`config.mk`:
```
export PLATFORM = sky130hd
export DESIGN_NAME = mem_bus_ctrl
export DESIGN_NICKNAME = d
export VERILOG_FILES = /design/src/rtl/mem_bus_ctrl.sv
export SDC_FILE = /design/constraint.sdc
export NUM_CORES = 1
export LEC_CHECK = 0
export CORE_AREA = 2 2 139 141
export CTS_CLUSTER_SIZE = 28
export DETAILED_ROUTE_END_ITERATION = 8
export DIE_AREA = 0 0 141 143
export GPL_TIMING_DRIVEN = 0
export PLACE_DENSITY = 0.59
export SLEW_MARGIN = 15
export SYNTH_ARGS = -nofsm -noshare
export SYNTH_HDL_FRONTEND = slang
export SYNTH_SLANG_ARGS = --single-unit
```
`constraint.sdc`:
```
create_clock -name clk -period 3.3 [get_ports clk]
set_input_delay 0.66 -clock clk [delete_from_list [all_inputs] [get_ports clk]]
set_output_delay 0.66 -clock clk [all_outputs]
set_load 0.03 [all_outputs]
```
`src/rtl/mem_bus_ctrl.sv`:
```
// EEPROM bus controller: turns level read/write requests into per-bank strobe sequences,
// and applies a per-bank write-recovery lockout after each write.
module mem_bus_ctrl #(
    parameter int WAIT_RD     = 2,
    parameter int WE_PULSE    = 3,
    parameter int WR_RECOVERY = 8
) (
    input  logic        clk,
    input  logic        r,
    input  logic        req_rd,
    input  logic        req_wr,
    input  logic [23:0] req_addr,
    input  logic [15:0] req_wdata,
    output logic        ack,
    output logic [15:0] rdata,
    output logic        busy,
    output logic [21:0] mem_addr,
    output logic [15:0] mem_dout,
    output logic        mem_drive,
    input  logic [15:0] mem_din,
    output logic        epawe,
    output logic        epaoe,
    output logic        epbwe,
    output logic        epboe,
    output logic        epcwe,
    output logic        epcoe,
    output logic        epdwe,
    output logic        epdoe
);

    localparam int unsigned RD_CYC = (WAIT_RD < 1) ? 1 : WAIT_RD;
    localparam int unsigned WP_CYC = (WE_PULSE < 1) ? 1 : WE_PULSE;

    typedef enum logic [2:0] {IDLE, SETUP, RD_WAIT, WR_PULSE, WR_HOLD} state_t;

    state_t      r_state, w_next;
    logic [15:0] r_cnt;
    logic [1:0]  r_bank;
    logic        r_is_wr;
    logic [7:0]  r_rec [4];
    logic [3:0]  r_we_n, r_oe_n;
    logic        r_ack;
    logic [15:0] r_rdata;
    logic [21:0] r_addr;
    logic [15:0] r_dout;
    logic        r_drive;

    logic        w_rec_any, w_rd_free, w_acc_rd, w_acc_wr, w_rd_last, w_wp_last;
    logic [3:0]  w_bank_sel;

    assign w_rec_any  = (r_rec[0] != 8'd0) || (r_rec[1] != 8'd0) ||
                        (r_rec[2] != 8'd0) || (r_rec[3] != 8'd0);
    assign w_rd_free  = (r_rec[req_addr[23:22]] == 8'd0);
    // No acceptance during the read-ack cycle, so a requester that drops its level on seeing ack is not served twice.
    assign w_acc_rd   = (r_state == IDLE) && !r_ack && req_rd && w_rd_free;
    assign w_acc_wr   = (r_state == IDLE) && !r_ack && !w_acc_rd && req_wr && !w_rec_any;
    assign w_rd_last  = (r_cnt == 16'(RD_CYC - 1));
    assign w_wp_last  = (r_cnt == 16'(WP_CYC - 1));
    assign w_bank_sel = 4'b0001 << r_bank;

    always_ff @(posedge clk or negedge r) begin
        if (!r) r_state <= IDLE;
        else    r_state <= w_next;
    end

    always_comb begin
        w_next = r_state;
        case (r_state)
            IDLE:     if (w_acc_rd || w_acc_wr) w_next = SETUP;
            SETUP:    w_next = r_is_wr ? WR_PULSE : RD_WAIT;
            RD_WAIT:  if (w_rd_last) w_next = IDLE;
            WR_PULSE: if (w_wp_last) w_next = WR_HOLD;
            WR_HOLD:  w_next = IDLE;
            default:  w_next = IDLE;
        endcase
    end

    // Strobes, ack and drive enable are registered from the next state so the pins never glitch.
    always_ff @(posedge clk or negedge r) begin
        if (!r) begin
            r_cnt   <= '0;
            r_bank  <= '0;
            r_is_wr <= 1'b0;
            r_addr  <= '0;
            r_dout  <= '0;
            r_rdata <= '0;
            r_ack   <= 1'b0;
            r_we_n  <= 4'hF;
            r_oe_n  <= 4'hF;
            r_drive <= 1'b0;
        end else begin
            r_cnt <= (w_next != r_state) ? 16'd0 : r_cnt + 16'd1;
            if (w_acc_rd || w_acc_wr) begin
                r_addr  <= req_addr[21:0];
                r_bank  <= req_addr[23:22];
                r_is_wr <= w_acc_wr;
            end
            if (w_acc_wr) r_dout <= req_wdata;
            if (r_state == RD_WAIT && w_rd_last) r_rdata <= mem_din;
            r_ack   <= (r_state == RD_WAIT && w_rd_last) || (r_state == WR_PULSE && w_wp_last);
            r_we_n  <= (w_next == WR_PULSE) ? ~w_bank_sel : 4'hF;
            r_oe_n  <= (w_next == RD_WAIT)  ? ~w_bank_sel : 4'hF;
            r_drive <= (w_next == SETUP && w_acc_wr) || (w_next == WR_PULSE) || (w_next == WR_HOLD);
        end
    end

    always_ff @(posedge clk or negedge r) begin
        if (!r) begin
            for (int i = 0; i < 4; i++) r_rec[i] <= 8'd0;
        end else begin
            for (int i = 0; i < 4; i++) begin
                if (r_state == WR_HOLD && r_bank == 2'(i)) r_rec[i] <= 8'(WR_RECOVERY);
                else if (r_rec[i] != 8'd0)                 r_rec[i] <= r_rec[i] - 8'd1;
            end
        end
    end

    assign ack       = r_ack;
    assign rdata     = r_rdata;
    assign busy      = (r_state != IDLE) || w_rec_any;
    assign mem_addr  = r_addr;
    assign mem_dout  = r_dout;
    assign mem_drive = r_drive;
    assign epawe     = r_we_n[0];
    assign epaoe     = r_oe_n[0];
    assign epbwe     = r_we_n[1];
    assign epboe     = r_oe_n[1];
    assign epcwe     = r_we_n[2];
    assign epcoe     = r_oe_n[2];
    assign epdwe     = r_we_n[3];
    assign epdoe     = r_oe_n[3];

endmodule

```
Word level (Yosys, flattened, before mapping). Index checks and enable logic that the tools add are counted.

Flip-flop bits (word level): 118. Input bits: 60. Output and inout bits: 65.

Add/sub/neg operators: 5. $lt $le $gt $ge: 1. Equal/unequal tests: 14. Shifts and indexed selects: 1. Multiplexer cells: 19. Bitwise gates (word level): 2. Reduce and logical (&&, ||, !) cells: 36.

Operators with widths (number): 8-bit two-way mux (10); 8-bit nonzero test (4); 8-bit by 1-bit subtractor with 8-bit output (second input constant) (4); 16-bit by 1-bit adder with 16-bit output (second input constant) (1); 8-bit binary-select mux with 2-bit select (1); 16-bit by 1-bit equality test with 1-bit output (second input constant) (1); 16-bit by 2-bit equality test with 1-bit output (second input constant) (1); 16-bit two-way mux (1); 1-bit logical AND (13); 3-bit by 2-bit equality test with 1-bit output (second input constant) (4); 3-bit case mux with 4 select lines (1); 3-bit two-way mux (3); 8-bit logical NOT (1); 1-bit logical OR (8); 4-bit two-way mux (2); 2-bit nonzero test (4); 3-bit by 1-bit equality test with 1-bit output (second input constant) (2); 3-bit equality test (second input constant) (2); 2-bit equality test (second input constant) (2); 4-bit inverter (1); 1-bit by 2-bit left shift with 4-bit output (first input constant) (1); 3-bit >= comparator (second input constant) (1); 1-bit logical NOT (3); 3-bit logical NOT (1); other kinds (6) (6).

Depth between registers and ports, before layout. Gate-level depths: netlist of run 1.

Depth after elaboration: 17. Depth in mapped cells: 9. Mapped depth without buffers: 7.

Worst setup path after synthesis of run 1. No wires, ideal clock.

Kind: register to register. Start: register r_rec[16] in the netlist's numbering. End: register r_dout[10] (netlist: mem_dout[10]). Setup time: 0.125 ns. Data arrival time: 2.475 ns. Setup slack: 0.700 ns. Stages on the path, launching flop included: 9. Path buffers: 1. Clock period less this slack: 2.600 ns. Cells stage by stage: dfrtp_1 -> inv_1 -> ha_1 -> nor4b_2 -> nand2_1 -> or4_4 -> a211oi_4 -> buf_8 -> mux2_4.

Word-level cells in the longest chain between the ends: 9.

Ends and longest elaborated chain: from (decl) (line 40) `logic [7:0] r_rec [4];`; from (signal, indexed assignment) (line 112) `if (r_state == WR_HOLD && r_bank == 2'(i)) r_rec[i] <= 8'(WR_RECOVERY);`; 8-bit binary-select mux with 2-bit select (line 53) `assign w_rd_free = (r_rec[req_addr[23:22]] == 8'd0);`; 8-bit two-way mux (implied by the code) (2 in a row) (line 53); 8-bit logical NOT (line 53); 1-bit logical AND (line 55) `assign w_acc_rd = (r_state == IDLE) && !r_ack && req_rd && w_rd_free;`; 1-bit logical NOT (line 56) `assign w_acc_wr = (r_state == IDLE) && !r_ack && !w_acc_rd && req_wr && !w_rec_any;`; 1-bit logical AND (2 in a row) (line 56); 1-bit logical AND (*) (line 56); to (signal assigned) (line 98) `if (w_acc_wr) r_dout <= req_wdata;`; to (decl) (line 45) `logic [15:0] r_dout;`.

Every way passes the cells marked *; elsewhere a longest branch is shown, timed or not. The select of a mux whose other input is x is not followed. A chain may end at the register's enable or synchronous reset.

Worst setup path after layout of run 1.
Start: register r_rec[26] in the netlist's numbering. End: output port busy.

Word-level cells in the longest chain between the ends: 5.

Ends and longest elaborated chain: 8-bit nonzero test (line 51) `assign w_rec_any = (r_rec[0] != 8'd0) || (r_rec[1] != 8'd0) ||`; 1-bit logical OR (2 in a row) (line 51); 1-bit logical OR (line 52) `(r_rec[2] != 8'd0) || (r_rec[3] != 8'd0);`; 1-bit logical OR (line 120) `assign busy = (r_state != IDLE) || w_rec_any;`; to (decl) (line 16) `output logic busy,`.

No other way between the ends.

==> metrics, run 1 <==
initial antenna violation count 0; Total GRT Usage 0.1271; Starting DRT DRC Count 134; 1st-pass router iterations 4; DIE AREA 20160 sq um; Max Cap Violations 0; P&R area growth vs syn 41.44%; Critical Path RT 2640 ps; dominant synthesized flop cell dfrtp_1; Top-Level Pins 125; Peak VDD IR 0.0004333 V; vias in the first global route 4067; final WL 12340 microns; Setup crit start r_rec[26]$_DFFE_PN0P_; Fin. Hold Viols 0; Residual DRC 0; Buf/Inv on CP 2; Worst-Margin Slew 980.2 ps; worst-path fanout max 10; Slew headroom 0.3411; post-synthesis sequential area ratio 0.5591; synth top area cells dfrtp_1 52%, mux2_2 9.8%, dfstp_2 4.0%; critical path's largest stage delay 430 ps; first-pass GRT wire length 20070 microns; die height 143 microns; Setup crit end kind primary output; pin count of the biggest net entering global routing 77; via count 3804; unrepaired setup endpoints after global routing no; # rows 50; delay-heaviest family, CP simple AND/OR/NAND/NOR gates; post-synth top area cell dfrtp_1; via/cell ratio 4.594; Final Skew 4.385 ps; status complete, no violations; top post-synthesis cells by count 110 x dfrtp_1, 51 x nor2_1, 46 x mux2_2; min Tclk post-route 3113 ps; PD cells 1018 nW/um^2; Remaining Overflow, GRT 0; Worst-path clk slew 50 ps; Clock Latency Late Sink 410 ps; Post-Layout Inst Area 7495 sq um; Syn Inst Count 438; # setup viols final 0; critical path class reg -> out; min-delay worst type in -> async; count of cell types in the netlist 48; nets 653; critical-path cell list nor4_4, nand3_1, clkbuf_2, nor4_4, nand3b_1, dlygate4sd2_1; PortBufs 124; Avg Inst Size Synth 12.10 sq um; Worst R2R Start r_rec[2]$_DFFE_PN0P_; Storage cell area 2963 sq um; share of cells above drive strength 1 0.1970; die width 141 microns; Yosys top cell area share 0.5195; effective utilization at floorplan 0.2852; post-synthesis register bit count 118; fin util 0.4034; post-route ant nets 0; fmax 321.2 MHz; ys async rst share 1.000; DR WL/cell 14.90 microns; Warnings, synthesis 0; Slowest cell on crit path dfrtp_1; clock sink count 118; Clock Path Buffers 2; Antenna diodes 0; cell with the most instances after synthesis dfrtp_1; Total Power 7.627 mW; Startpoint Class flop; Leak 3.157 nW; number of flops mapped to enable cells by yosys 0; CTS Root Cell clkbuf_16; net count after synthesis 509; final worst path period share 0.9434; area of the multi-input gates 2247 sq um; H-tree Lvls 4; Hold WS 173.9 ps; Worst EP arrival 2450 ps; routability cong. 0.8055; Top cell by count, worst path nor4_4; fillers 1744; Pins Over Slew Limit 0; detailed-placement wirelength estimate 9003 microns; post-placement cell area 6862 sq um; core area 18580 sq um; total CTS buffers 17; CTS tree built; post-synthesis cell area 5299 sq um
[worst register-to-register path, cell delays in order, from the launching register on]
cell and delay, ps:
dfrtp_1 430, nor4_2 480, nand3_2 330, or4_4 530, o2bb2ai_1 320, buf_4 250, buf_4 200, mux2_2 350
[final cells by class]
cell class,count,share of cell area
Clock buffer,21,0.06277
Clock inverter,10,0.01703
Sequential cell,118,0.3953
Tap cell,234,0.03907
Multi-Input combinational cell,293,0.2998
Inverter,15,0.007513
Timing Repair Buffer,125,0.1693
Buffer,12,0.009182
[metrics by stage]
stage	setup TNS (ps)	cells	worst slack, ps
floorplan	0	438	699.8
global placement	-342210	796	-3005
detailed placement	0	797	166.0
CTS	0	828	13.17
global route	0	828	30.61
finish	0	828	186.7
[per-layer routing]
| layer | vias up | wire [microns] | track usage |
|---|---|---|---|
| li1 | 1813 | - | - |
| met1 | 1894 | 4968 | 0.1450 |
| met2 | 80 | 6554 | 0.2241 |
| met3 | 17 | 631 | 0.04024 |
| met4 | 0 | 187 | 0.04684 |
| met5 | - | 0 | 0 |
[flip-flops by register name, summed over array words and instances (netlist names)]
name / count
ack: 1
r_we_n: 4
r_cnt: 16
r_is_wr: 1
r_oe_n: 4
mem_drive: 1
r_rec: 32
r_bank: 2
mem_addr: 22
r_state: 3
mem_dout: 16
rdata: 16
[power by group]
part	internal, mW	switching, mW
registers	2.10	0.486
clock network	1.23	0.631
logic	1.46	1.72
[repair_timing]
action / in CTS / in global routing
buffers inserted: 0 / 0
resized for setup: 2 / 6
hold buffers: 0 / 0
setup endpoints to repair: 1 / 1
[final timing paths]
| path | slack (ps) | to | depth (start not counted) |
|---|---|---|---|
| min in group clk | 490 | mem_addr[19]$_DFFE_PN0P_ | 1 |
| min reg2reg | 490 | mem_addr[19]$_DFFE_PN0P_ | 1 |
| min | 170 | r_cnt[4]$_DFF_PN0_ | 1 |
| max reg2reg | 290 | mem_addr[17]$_DFFE_PN0P_ | 7 |
| max | 190 | busy | 6 |
| max in group asynchronous | 2400 | r_we_n[2]$_DFF_PN1_ | 2 |
[placed cells by master (no fill, tap or decap), drive strengths merged, types with 2 or more instances in the layout]
| master | instances |
|---|---|
| a2bb2oi | 2 |
| nand2 | 20 |
| nand4b | 4 |
| a21oi | 6 |
| nand4 | 9 |
| nor4 | 9 |
| clkbuf | 27 |
| or2 | 2 |
| buf | 8 |
| dfstp | 8 |
| and3b | 4 |
| bufinv | 3 |
| xnor2 | 17 |
| a31oi | 2 |
| nand3b | 4 |
| mux2 | 56 |
| and3 | 6 |
| clkdlybuf4s50 | 122 |
| clkinv | 6 |
| dfrtp | 110 |
| nor3 | 23 |
| ha | 11 |
| o21ai | 5 |
| nand3 | 16 |
| a211oi | 5 |
| nor2b | 5 |
| nor2 | 51 |
| xor2 | 20 |
| nand2b | 5 |
| inv | 15 |
[cell families (layout without fill, tap and decap cells)]
family                   Yosys count  after routing  share of synthesized area
flip-flops                       118            118                     0.5591
adder cells (fa/ha/maj)           11             11                    0.02597
AO/OA/AOI/OAI                     25             25                    0.03566
buffers and inverters             27            183                    0.02337
multiplexers                      57             57                     0.1273
AND/OR/NAND/NOR                  163            163                     0.1674
XOR/XNOR                          37             37                    0.06116
Power figures use the tool's default switching activity.
==> inputs of run 2 (changes only) <==
- PLACE_DENSITY: 0.59 -> 0.48
==> metrics, run 2 (synthesized netlist as in run 1, its figures left out) <==
Clock Latency Late Sink 410 ps; clock sink count 118; CTS Root Cell clkbuf_16; Worst-Margin Slew 1115 ps; cell internal pwr 4.848 mW; vias in the first global route 4134; Antenna diodes 0; H-tree Lvls 4; min-delay worst type in -> async; Worst-path clk slew 50 ps; total CTS buffers 17; Residual DRC 0; Pins Over Slew Limit 0; effective utilization at floorplan 0.2852; DR WL/cell 14.41 microns; Gate power share 0.411; post-placement cell area 6862 sq um; Peak VDD IR 0.0004610 V; Slew headroom 0.2508; Switching Share 0.3694; routability cong. 0.7673; die width 141 microns; final worst path period share 0.9355; Setup crit end kind primary output; detailed-placement wirelength estimate 8340 microns; Max Cap Violations 0; via count 3772; Final Skew 8.822 ps; final WL 11950 microns; Leak 3.140 nW; register share of total power 0.333; Top-Level Pins 125; Total GRT Usage 0.1296; share of cells above drive strength 1 0.2000; Remaining Overflow, GRT 0; critical path class reg -> out; Worst EP arrival 2430 ps; initial antenna violation count 0; max reg flops 32; 1st-pass router iterations 4; unrepaired setup endpoints after global routing no; PD cells 1023 nW/um^2; # setup viols final 0; via/cell ratio 4.550; pin count of the biggest net entering global routing 69; P&R area growth vs syn 41.75%; Clock Path Buffers 2; Post-Layout Inst Area 7511 sq um; nets 653; post-route ant nets 0; Critical Path RT 2640 ps; fmax 323.9 MHz; PortBufs 124; core area 18580 sq um; # rows 50; CTS tree built; status complete, no violations; first-pass GRT wire length 20640 microns; worst-path fanout max 10; Sw Pwr 2.839 mW; commonest cells after routing, fill and taps aside 122 x clkdlybuf4s50_1, 110 x dfrtp_1, 51 x nor2_1, 46 x mux2_2, 23 x nor3_1; min Tclk post-route 3087 ps; Most flops, register r_rec; clock network fraction of total power 0.256; DIE AREA 20160 sq um; Hold WS 254.6 ps; Starting DRT DRC Count 145; fin util 0.4042; commonest non-fill, non-tap cell in the layout clkdlybuf4s50_1; Startpoint Class flop; Fin. Hold Viols 0; die height 143 microns
-- run 2: cell types whose count changed in the layout (fill, tap and decap cells not counted) --
cell	change
clkinv_4	+1
nor4b_4	-1
clkbuf_8	-1
nor4_2	+1
clkinv_2	-2
bufinv_16	+1
clkbuf_1	-1
nor4b_2	+1
nor4_4	-1
clkinvlp_4	+3
-- run 2: worst max-delay path: stages, from the launching register on --
cell	delay, ps
dfrtp_1	430
nor4_4	370
nand3_1	140
clkbuf_2	220
nor4_2	360
nand3b_1	120
dlygate4sd2_1	370
-- run 2: cell type report --
cell class	instances	area, sq um
fill	1744	11070
sequential	118	2963
multi-input combinational	293	2230
timing repair buffer	125	1269
clock buffer	19	452.9
tap	234	292.8
clock inverter	13	178.9
buffer	12	68.82
inverter	15	56.30
-- run 2: worst paths after layout --
check | slack (ps) | end | cells after the start | from
max in group asynchronous | 2350 | mem_addr[21]$_DFFE_PN0P_ | 2 | r
worst min register to register | 500 | mem_dout[2]$_DFFE_PN0P_ | 1 | mem_dout[2]$_DFFE_PN0P_
worst max-delay path | 210 | busy | 6 | r_rec[26]$_DFFE_PN0P_
worst min-delay path | 250 | mem_dout[9]$_DFFE_PN0P_ | 1 | r
min in group clk | 500 | mem_dout[2]$_DFFE_PN0P_ | 1 | mem_dout[2]$_DFFE_PN0P_
worst max register to register | 230 | rdata[12]$_DFFE_PN0P_ | 5 | r_cnt[2]$_DFF_PN0_
-- run 2: power groups by stage --
stage	Clock [mW]	Combinational, mW	Sequential, mW
global placement	0	3.12	2.54
CTS	2.03	3.19	2.56
global route	2.10	3.44	2.66
finish	1.97	3.16	2.56
detailed placement	0	3.18	2.56
floorplan	0	1.28	3.25
-- run 2: through the flow --
step	std cells	TNS (ps)	power (mW)	setup slack (ps)
floorplan	438	0	4.530	699.8
global placement	796	-363480	5.659	-3193
detailed placement	797	0	5.743	127.8
CTS	829	0	7.781	21.30
global route	829	0	8.197	16.69
finish	829	0	7.687	212.7
-- run 2: repair_timing --
action | 4_1_cts | 5_1_grt
cloned | 0 | 0
hold endpoints to repair | 0 | 0
hold buffers | 0 | 0
setup endpoints to repair | 1 | 1
gates resized for setup | 2 | 4
buffers inserted | 0 | 0
-- run 2: metal layers --
layer / vias to the layer above / global-route usage / routed length [microns]
li1: 1820 / - / -
met1: 1834 / 0.1641 / 5641
met2: 108 / 0.2018 / 5350
met3: 10 / 0.05466 / 839
met4: 0 / 0.04105 / 116
met5: - / 0 / 0
==> inputs of run 3 (changes only) <==
- CORE_AREA: 2 2 139 141 -> 8 8 145 147
- CTS_BUF_LIST: not set -> sky130_fd_sc_hd__clkbuf_16
- DIE_AREA: 0 0 141 143 -> 0 0 153 155
==> metrics, run 3 (synthesized netlist as in run 1, its figures left out) <==
status complete, no violations; Most flops, register r_rec; max reg flops 32; die width 153 microns; routability cong. 0.7537; H-tree Lvls 4; Worst EP arrival 2480 ps; Peak VDD IR 0.0006527 V; via/cell ratio 4.547; Clock Path Buffers 2; pin count of the biggest net entering global routing 84; worst-path fanout max 10; Remaining Overflow, GRT 0; fmax 318.6 MHz; die height 155 microns; share of cells above drive strength 1 0.1983; CTS Root Cell clkbuf_16; Slowest cell on crit path dfrtp_1; unrepaired setup endpoints after global routing no; end point of the critical path busy; Slew headroom 0.2414; PortBufs 124; vias in the first global route 4116; PD cells 1027 nW/um^2; Buf/Inv on CP 2; R2R depth 5; effective utilization at floorplan 0.2796; critical path class reg -> out; Pins Over Slew Limit 0; Setup Fix Bufs, Post-CTS 0; detailed-placement wirelength estimate 9124 microns; nets 653; 1st-pass router iterations 4; critical-path cell list nor4_4, nand3_1, clkbuf_2, nor4_2, nand3b_1, dlygate4sd2_1; critical path's largest stage delay 420 ps; Critical Path RT 2640 ps; # setup viols final 0; total CTS buffers 17; Worst R2R Start r_cnt[2]$_DFF_PN0_; commonest non-fill, non-tap cell in the layout clkdlybuf4s50_1; Setup crit start r_rec[29]$_DFFE_PN0P_; core area 18950 sq um; # rows 51; Fin. Hold Viols 0; clock sink count 118; initial antenna violation count 0; Worst-path clk slew 50 ps; DIE AREA 23720 sq um; Total GRT Usage 0.1114; Clock Latency Late Sink 410 ps; reg-to-reg slack, setup 290 ps; CTS tree built; post-route ant nets 0; via count 3788; Setup crit end kind primary output; pre-CTS WS 104.3 ps; Levels on crit path 6; P&R area growth vs syn 42.08%; final WL 12610 microns; reg2reg end rdata[9]$_DFFE_PN0P_; slack of the critical path 161.3 ps; min Tclk post-route 3139 ps; first-pass GRT wire length 21180 microns; delay-heaviest family, CP simple AND/OR/NAND/NOR gates; Antenna diodes 0; Max Cap Violations 0; commonest cells after routing, fill and taps aside 122 x clkdlybuf4s50_1, 110 x dfrtp_1, 51 x nor2_1, 46 x mux2_2, 23 x nor3_1; Startpoint Class flop; Hold WS 137.5 ps; Worst-Margin Slew 1128 ps; Leak 3.148 nW; min-delay worst type in -> async; final worst path period share 0.9511; Final Skew 7.147 ps; Top-Level Pins 125; Starting DRT DRC Count 99; DR WL/cell 15.14 microns; Residual DRC 0
[run 3: cell count changes in the layout (fill, tap and decap cells not counted)]
cell        change
bufinv_16       +1
clkbuf_8        -2
clkinv_1        +1
clkinv_2        +1
clkinvlp_4      -1
nor4b_2         -1
nor4b_4         +1
[run 3: final cells by class]
| cell class | count | area (sq um) |
|---|---|---|
| plain buffers | 12 | 68.82 |
| clock buffers | 17 | 425.4 |
| clock inverters | 15 | 210.2 |
| fillers | 1795 | 11420 |
| inverters | 15 | 56.30 |
| multi-input cells | 293 | 2238 |
| flip-flops and latches | 118 | 2963 |
| well taps | 238 | 297.8 |
| repair buffers | 125 | 1269 |
[run 3: repair_timing]
action                     CTS  global route
resized for setup            3             4
setup endpoints to repair    1             1
pin swaps                    0             1
hold buffers                 0             0
[run 3: how the worst min path moves through the flow]
stage | cells after the start | startpoint | slack (ps) | endpoint
global placement | 1 | mem_addr[19]$_DFFE_PN0P_ | 470 | mem_addr[19]$_DFFE_PN0P_
floorplan | 0 | r | 360 | ack$_DFF_PN0_
global route | 1 | r | 150 | mem_dout[13]$_DFFE_PN0P_
detailed placement | 1 | mem_addr[19]$_DFFE_PN0P_ | 480 | mem_addr[19]$_DFFE_PN0P_
CTS | 1 | r | 140 | mem_dout[13]$_DFFE_PN0P_
finish | 1 | r | 140 | mem_dout[14]$_DFFE_PN0P_
[run 3: power by group]
| group | total (mW) | leakage [nW] | switching, mW | internal, mW |
|---|---|---|---|---|
| clock network | 1.99 | 0.306 | 0.662 | 1.33 |
| logic | 3.17 | 1.40 | 1.72 | 1.45 |
| registers | 2.57 | 1.44 | 0.469 | 2.10 |
[run 3: stage by stage]
step	utilization	total power, mW	cell area (sq um)	std cells	setup TNS, ps
floorplan	-	4.530	5299	438	0
global placement	0.3608	5.700	6838	800	-365960
detailed placement	0.3623	5.770	6867	801	0
CTS	0.3966	7.841	7516	833	0
global route	0.3972	8.229	7528	833	0
finish	0.3972	7.732	7528	833	0
[run 3: metal layers]
| metal | GRT usage | wire, microns | share of wire | up-vias |
|---|---|---|---|---|
| met5 | 0 | 0 | 0 | - |
| met4 | 0.04241 | 172 | 0.014 | 0 |
| met3 | 0.05853 | 1178 | 0.093 | 13 |
| met2 | 0.1592 | 5301 | 0.42 | 109 |
| met1 | 0.1397 | 5959 | 0.47 | 1846 |
| li1 | - | - | - | 1820 |
[run 3: worst reg2reg max path: stages, from the launching register on]
cell     delay (ps)
dfrtp_1         440
nor4_1          330
nand4_1         330
nor4_2         1010
buf_2           420
mux2_2          370
